==> src/rtl/imem_loader.sv <==
// Boot-time loader: assembles a length-prefixed, XOR-checksummed byte stream into
// little-endian words, writes them into the instruction SRAM, then releases the core.
module imem_loader #(
  parameter logic [15:0] BASE_ADDR = 16'h0000,
  parameter int unsigned MAX_WORDS = 16384
) (
  input  logic        clk,
  input  logic        rst,
  input  logic        in_valid,
  input  logic [7:0]  in_data,
  output logic        in_ready,
  output logic [3:0]  im_w_en,
  output logic [15:0] im_address,
  output logic [31:0] im_write_data,
  output logic        core_hold,
  output logic        done,
  output logic        error,
  output logic [15:0] words_written
);

  // state | meaning
  // IDLE  | one settling cycle after reset
  // LEN0  | waiting for word count low byte
  // LEN1  | waiting for word count high byte
  // DATA  | collecting the 4 bytes of the current word
  // WRITE | single-cycle full-word write to the SRAM
  // CSUM  | waiting for the trailing checksum byte
  // DONE  | load good, core released (terminal)
  // ERR   | load aborted, core held (terminal)
  typedef enum logic [2:0] {
    IDLE  = 3'd0,
    LEN0  = 3'd1,
    LEN1  = 3'd2,
    DATA  = 3'd3,
    WRITE = 3'd4,
    CSUM  = 3'd5,
    DONE  = 3'd6,
    ERR   = 3'd7
  } state_t;

  state_t      r_state, w_state_nxt;
  logic [15:0] r_count, w_count_nxt;
  logic [1:0]  r_idx, w_idx_nxt;
  logic [7:0]  r_csum, w_csum_nxt;
  logic [31:0] r_word, w_word_nxt;
  logic [15:0] r_addr, w_addr_nxt;
  logic [15:0] r_words, w_words_nxt;

  logic        w_accept;
  logic        w_xfer;
  logic [15:0] w_len;

  assign w_accept = (r_state == LEN0) || (r_state == LEN1) ||
                    (r_state == DATA) || (r_state == CSUM);
  assign w_xfer   = in_valid && w_accept;
  assign w_len    = {in_data, r_count[7:0]};

  assign im_address    = r_addr;
  assign im_write_data = r_word;
  assign words_written = r_words;

  always_ff @(posedge clk or negedge rst) begin
    if (!rst) begin
      r_state <= IDLE;
      r_count <= 16'h0000;
      r_idx   <= 2'd0;
      r_csum  <= 8'h00;
      r_word  <= 32'h0000_0000;
      r_addr  <= BASE_ADDR;
      r_words <= 16'h0000;
    end else begin
      r_state <= w_state_nxt;
      r_count <= w_count_nxt;
      r_idx   <= w_idx_nxt;
      r_csum  <= w_csum_nxt;
      r_word  <= w_word_nxt;
      r_addr  <= w_addr_nxt;
      r_words <= w_words_nxt;
    end
  end

  always_comb begin
    w_state_nxt = r_state;
    w_count_nxt = r_count;
    w_idx_nxt   = r_idx;
    w_csum_nxt  = r_csum;
    w_word_nxt  = r_word;
    w_addr_nxt  = r_addr;
    w_words_nxt = r_words;
    in_ready    = w_accept;
    im_w_en     = 4'h0;
    core_hold   = 1'b1;
    done        = 1'b0;
    error       = 1'b0;

    case (r_state)
      IDLE: w_state_nxt = LEN0;
      LEN0: begin
        if (w_xfer) begin
          w_count_nxt[7:0] = in_data;
          w_csum_nxt       = r_csum ^ in_data;
          w_state_nxt      = LEN1;
        end
      end
      LEN1: begin
        if (w_xfer) begin
          w_count_nxt = w_len;
          w_csum_nxt  = r_csum ^ in_data;
          w_idx_nxt   = 2'd0;
          if ({16'h0000, w_len} > 32'(MAX_WORDS)) w_state_nxt = ERR;
          else if (w_len == 16'h0000)           w_state_nxt = CSUM;
          else                                  w_state_nxt = DATA;
        end
      end
      DATA: begin
        if (w_xfer) begin
          w_word_nxt[8*r_idx +: 8] = in_data;
          w_csum_nxt = r_csum ^ in_data;
          w_idx_nxt  = r_idx + 2'd1;
          if (r_idx == 2'd3) w_state_nxt = WRITE;
        end
      end
      WRITE: begin
        im_w_en     = 4'hF;
        w_addr_nxt  = r_addr + 16'd4;
        w_words_nxt = r_words + 16'd1;
        // r_idx has already wrapped back to 0 for the next word
        if (w_words_nxt == r_count) w_state_nxt = CSUM;
        else                        w_state_nxt = DATA;
      end
      CSUM: begin
        if (w_xfer) w_state_nxt = (in_data == r_csum) ? DONE : ERR;
      end
      DONE: begin
        done      = 1'b1;
        core_hold = 1'b0;
      end
      ERR: error = 1'b1;
      default: w_state_nxt = IDLE;
    endcase
  end

endmodule

==> config.mk <==
export PLATFORM = sky130hd
export DESIGN_NAME = imem_loader
export DESIGN_NICKNAME = d
export VERILOG_FILES = /design/src/rtl/imem_loader.sv
export SDC_FILE = /design/constraint.sdc
export NUM_CORES = 1
export LEC_CHECK = 0
export CAP_MARGIN = 0
export CORE_ASPECT_RATIO = 2
export CORE_MARGIN = 2
export CORE_UTILIZATION = 40
export CTS_CLUSTER_SIZE = 10
export DETAILED_ROUTE_END_ITERATION = 10
export PLACE_DENSITY = 0.69
export SYNTH_ARGS = -nofsm -noshare
export SYNTH_HDL_FRONTEND = slang
export SYNTH_SLANG_ARGS = --single-unit
==> constraint.sdc <==
create_clock -name clk -period 1.8 [get_ports clk]
set_input_delay 0.27 -clock clk [delete_from_list [all_inputs] [get_ports clk]]
set_output_delay 0.27 -clock clk [all_outputs]
set_load 0.05 [all_outputs]
After elaboration in Yosys (flattened, before gate mapping)
Cells that the tools add are included.
{"block": "classes", "add_sub_neg": 4, "order_cmp": 1, "n_eq_ne": 15, "shifts": 2, "n_mux": 20, "bitwise": 2, "n_reduce_logical": 15}
{"operator": "$neg A5 Y34", "n": 1}
{"operator": "$shift A8 B34 Y32 const A", "n": 1}
{"operator": "$shiftx A8 B34 Y32", "n": 1}
{"operator": "$bwmux W32", "n": 1}
{"operator": "$mux W3", "n": 8}
{"operator": "$pmux W3 S6", "n": 1}
{"operator": "$add A16 B1 Y16 const B", "n": 1}
{"operator": "$add A16 B3 Y16 const B", "n": 1}
{"operator": "$eq A16 B16 Y1", "n": 1}
{"operator": "$gt A16 B15 Y1 const B", "n": 1}
{"operator": "$logic_not A16 Y1", "n": 1}
{"operator": "$pmux W8 S2", "n": 1}
{"operator": "$eq A3 B3 Y1 const B", "n": 4}
{"operator": "$eq A8 B8 Y1", "n": 1}
{"operator": "$mux W8", "n": 1}
{"operator": "$ne A2 B2 Y1 const B", "n": 4}
{"operator": "$xor A8 B8 Y8", "n": 1}
{"operator": "$eq A3 B2 Y1 const B", "n": 2}
{"operator": "$reduce_and A2 Y1", "n": 3}
{"operator": "$reduce_and A3 Y1", "n": 2}
{"operator": "$reduce_and A6 Y1", "n": 1}
{"operator": "$reduce_bool A6 Y1", "n": 1}
{"operator": "$mux W1", "n": 4}
{"operator": "$mux W2", "n": 2}
{"operator": "12 further kinds", "n": 14}
{"block": "totals", "register_bits": 93, "inputBits": 11, "output_inout_bits": 72, "wordCells": 67}

Logic depth before layout (Yosys ltp)
{"block": "depth", "word_depth": 7, "mapped_depth": 8}

Least setup slack after synthesis
Ideal clock, no wire load.
{"block": "synth_timing", "path_type": "reg2reg", "startpoint": "register r_words[0], in the netlist words_written[0]", "endpoint": "register r_state[2]", "setup_ns": 0.119, "arrival_ns": 2.188, "required_ns": 1.681, "slack_ns": -0.507, "path_stages_with_launch": 8, "synth_period_minus_slack_ns": 2.307, "path_cell_list": "dfrtp_1 ha_1 nand3_1 and2_1 o311a_1 a2111oi_2 a2111oi_2 a21bo_1"}
{"block": "synth_via", "elab_chain_len": 4}
{"element": "start: declaration", "line": "47", "source": "logic [15:0] r_words, w_words_nxt;"}
{"element": "start signal: assignment", "line": "78", "source": "r_words <= w_words_nxt;"}
{"element": "$add A16 B1 Y16", "line": "126", "source": "w_words_nxt = r_words + 16'd1;"}
{"element": "$eq A16 B16 Y1", "line": "128", "source": "if (w_words_nxt == r_count) w_state_nxt = CSUM;"}
{"element": "$mux W3", "line": "128"}
{"element": "$pmux W3 S6", "line": "96", "source": "case (r_state)"}
{"element": "end signal: assignment", "line": "72", "source": "r_state <= w_state_nxt;"}
{"element": "end: declaration", "line": "41", "source": "state_t r_state, w_state_nxt;"}
Every way passes these cells.
A chain may end at the register's enable or synchronous reset.

Final worst setup path
{"block": "layout_timing", "startpoint": "register r_words[9], in the netlist words_written[9]", "endpoint": "register r_state[1]"}
The elaborated chain is that of the path after synthesis.

==> key figures <==
Die
  – Initial Util: 0.408
  – Die area: 12400 sq um
  – # rows: 55
  – Core Area: 11200 sq um
  – Die Y-Extent: 155 um
  – Die X: 79.7 um
  – Ports: 83

Yosys
  – Flops & latches, synth: 91
  – Count leader, synth: nand2_1
  – Syn. warnings: 0
  – Most used DFF post-synth: dfrtp_1
  – Top post-synthesis cells by area: dfrtp_1 50%, nand2_1 8.6%, xnor2_1 8.0%
  – Yosys top cell area share: 0.497
  – Sequential fraction of the synthesis area: 0.497
  – Synth area leader: dfrtp_1
  – Syn avg cell area: 9.85 sq um
  – Mapped Cells: 465
  – Asr flop ratio synth: 1.00
  – Post-Syn Area: 4580 sq um
  – Yosys cell types: 49
  – Number of flops mapped to enable cells by yosys: 0
  – Synth cell count leaders: 105 x nand2_1, 91 x dfrtp_1, 42 x xnor2_1, 35 x o21ai_0, 23 x xor2_1

Power
  – Tot Pwr: 8.91 mW
  – VDD IR max: 0.831 mV
  – Pleak: 3.14 nW
  – Pwr Density: 1350 nW/um^2

Hold path
  – Hold crit path type: in2async

Timing
  – Min Hold Slack: 0.380 ns
  – Period utilisation layout: 1.03
  – Final critical-path setup slack: -0.0611 ns
  – Worst slew pin tran: 0.499 ns
  – Post-route setup TNS: -0.119 ns
  – Slew headroom: 0.667
  – Final slew viol count: 0
  – Crit path time final: 1.86 ns
  – Maximum clock rate: 537 MHz
  – Clock Skews: 0.0106 ns
  – RSZ-0062 raised after global routing: yes
  – # setup viols final: 2
  – Final Hold Vio Count: 0

Route
  – Drt wl/cell: 16.3 um
  – M1 WL: 4.43 mm
  – Residual DRC count: 0
  – Initial DRC Count: 135
  – Via count: 3876
  – Met2 wire length: 6.87 mm
  – Vias per std cell: 5.13
  – 1st-pass router iterations: 6
  – Final wirelength: 12.3 mm
  – Final ANT Viol Nets: 0
  – Wire length on met3: 513 um
  – Top sig layer: met4

Placed design
  – HPWL after DPL: 9.17 mm
  – I/O Buffers: 80
  – Placer Congestion: 0.931
  – Placed cell areas: 6010 sq um

Layout
  – Post-Layout Inst Area: 6620 sq um
  – Final Util: 0.590
  – Layout overhead on the synthesized area: 44.4%
  – Layout cells sized above 1: 0.354
  – Final nets: 626
  – N_diodes: 0

CTS
  – Clock Latency Late Sink: 0.35 ns
  – H-tree depth: 3
  – TritonCTS clock tree: yes
  – Max clock buf depth: 2
  – CTS buffer count: 9
  – Clock Sinks: 91
  – Clock Tree Root: clkbuf_16
  – Reg clk slew, reported paths: 0.07 ns

Run
  – MaxCap Viol Count: 0

Setup path
  – Worst EP arrival: 2.09 ns
  – Crit path capture type: flip-flop
  – Critical path class: reg2reg
  – CP max FO: 4
  – Worst endpoint required time: 2.03 ns
  – Startpoint types: flip-flop

GRT
  – Gr usage total: 0.208
  – First-pass GRT wire length: 19.5 mm
  – Vias in the first global route: 3954
  – Largest net degree at the start of global routing: 38
  – GRT overflow: 0
  – Initial antenna violation count: 0

Run status
  – Result of the run: finished with violations
  – Failing checks: negative setup slack
[routing by layer]
metal	track usage	vias to the layer above
met5	0	-
met4	0.108	0
met3	0.0447	28
met2	0.387	102
met1	0.209	1902
li1	-	1844
[repair_timing]
item,in CTS,in global routing
gates resized for setup,23,24
setup buffers,4,2
pin swaps,5,12
hold buffers,1,0
endpoints found under the hold margin,25,0
endpoints found under the setup margin,17,14
[critical path, stage by stage, from the launching register on]
cell       delay [ns]
dfrtp_2          0.42
and4_4           0.22
buf_6            0.13
xnor2_4          0.14
nor4_4           0.24
o221ai_2         0.15
a2111oi_4        0.32
a31oi_1          0.13
[metrics by stage]
step / worst slack [ns] / std cells
after floorplan: -0.273 / 466
after global placement: -0.256 / 732
after detailed placement: -0.298 / 732
after CTS: -0.102 / 753
after global routing: -0.155 / 755
final: -0.0611 / 755
[layout by cell type (no fill, tap or decap), types with 3 or more instances in the layout]
cell type        netlist  layout
buf_12                 0      10
nor4_1                 6       3
o21ai_0               35      34
buf_4                  7     118
xnor2_1               42      37
nand3_1               10       8
clkbuf_16              0       9
bufinv_16              0       3
clkdlybuf4s50_1        0      10
ha_1                   7       6
inv_1                 10       7
a21oi_1                4       4
dlygate4sd2_1          0      12
nor3_2                 2       4
and3_1                 6       5
nor2_1                21      17
dfrtp_2                0      12
mux2_2                17      17
buf_6                  0       3
nand2_1              105     105
nand4_1                9       9
dfrtp_1               91      79
nor3_1                13      10
inv_6                  0       3
a31oi_1                4       4
dlymetal6s2s_1         0       3
nand3_4                1       3
xor2_1                23      23
xnor2_2                0       4
[state kept, by name, summed over array words and instances (netlist names)]
register       flops
im_write_data     32
r_count           16
words_written     16
im_address        14
r_csum             8
r_state            3
r_idx              2
[power breakdown]
part | switching (mW) | internal, mW
clock | 0.847 | 1.41
combinational | 2.16 | 1.53
sequential | 0.408 | 2.56
[cells by family (layout without fill, tap and decap cells)]
group / after synthesis / after routing / synth area share
XOR/XNOR: 65 / 65 / 0.124
adder cells (fa/ha/maj): 7 / 7 / 0.0191
buffers and inverters: 37 / 184 / 0.0412
AO/OA/AOI/OAI: 58 / 58 / 0.0800
AND/OR/NAND/NOR: 189 / 189 / 0.196
multiplexers: 17 / 17 / 0.0418
other: 1 / 2 / 0.000818
flip-flops: 91 / 91 / 0.497
[final timing paths]
| path | start | end | slack (ns) | cells past startpoint |
|---|---|---|---|---|
| setup / recovery | words_written[9] | r_state[1] | -0.06 | 7 |
| hold / removal | rst | im_address[5] | 0.38 | 2 |
| setup reg to reg | words_written[9] | r_state[1] | -0.06 | 7 |
| hold reg to reg | r_csum[6] | r_csum[6] | 0.49 | 1 |
| max in group asynchronous | rst | words_written[0] | 0.89 | 3 |
| min in group clk | r_csum[6] | r_csum[6] | 0.49 | 1 |
[final cells by class]
class	instances	area, sq um
fillers	929	4600
repair buffers	158	1390
clock buffers	10	239
flip-flops and latches	91	2290
well taps	142	178
multi-input cells	338	2360
inverters	10	45.0
clock inverters	6	116
No activity file was read; power rests on OpenSTA's default activity.
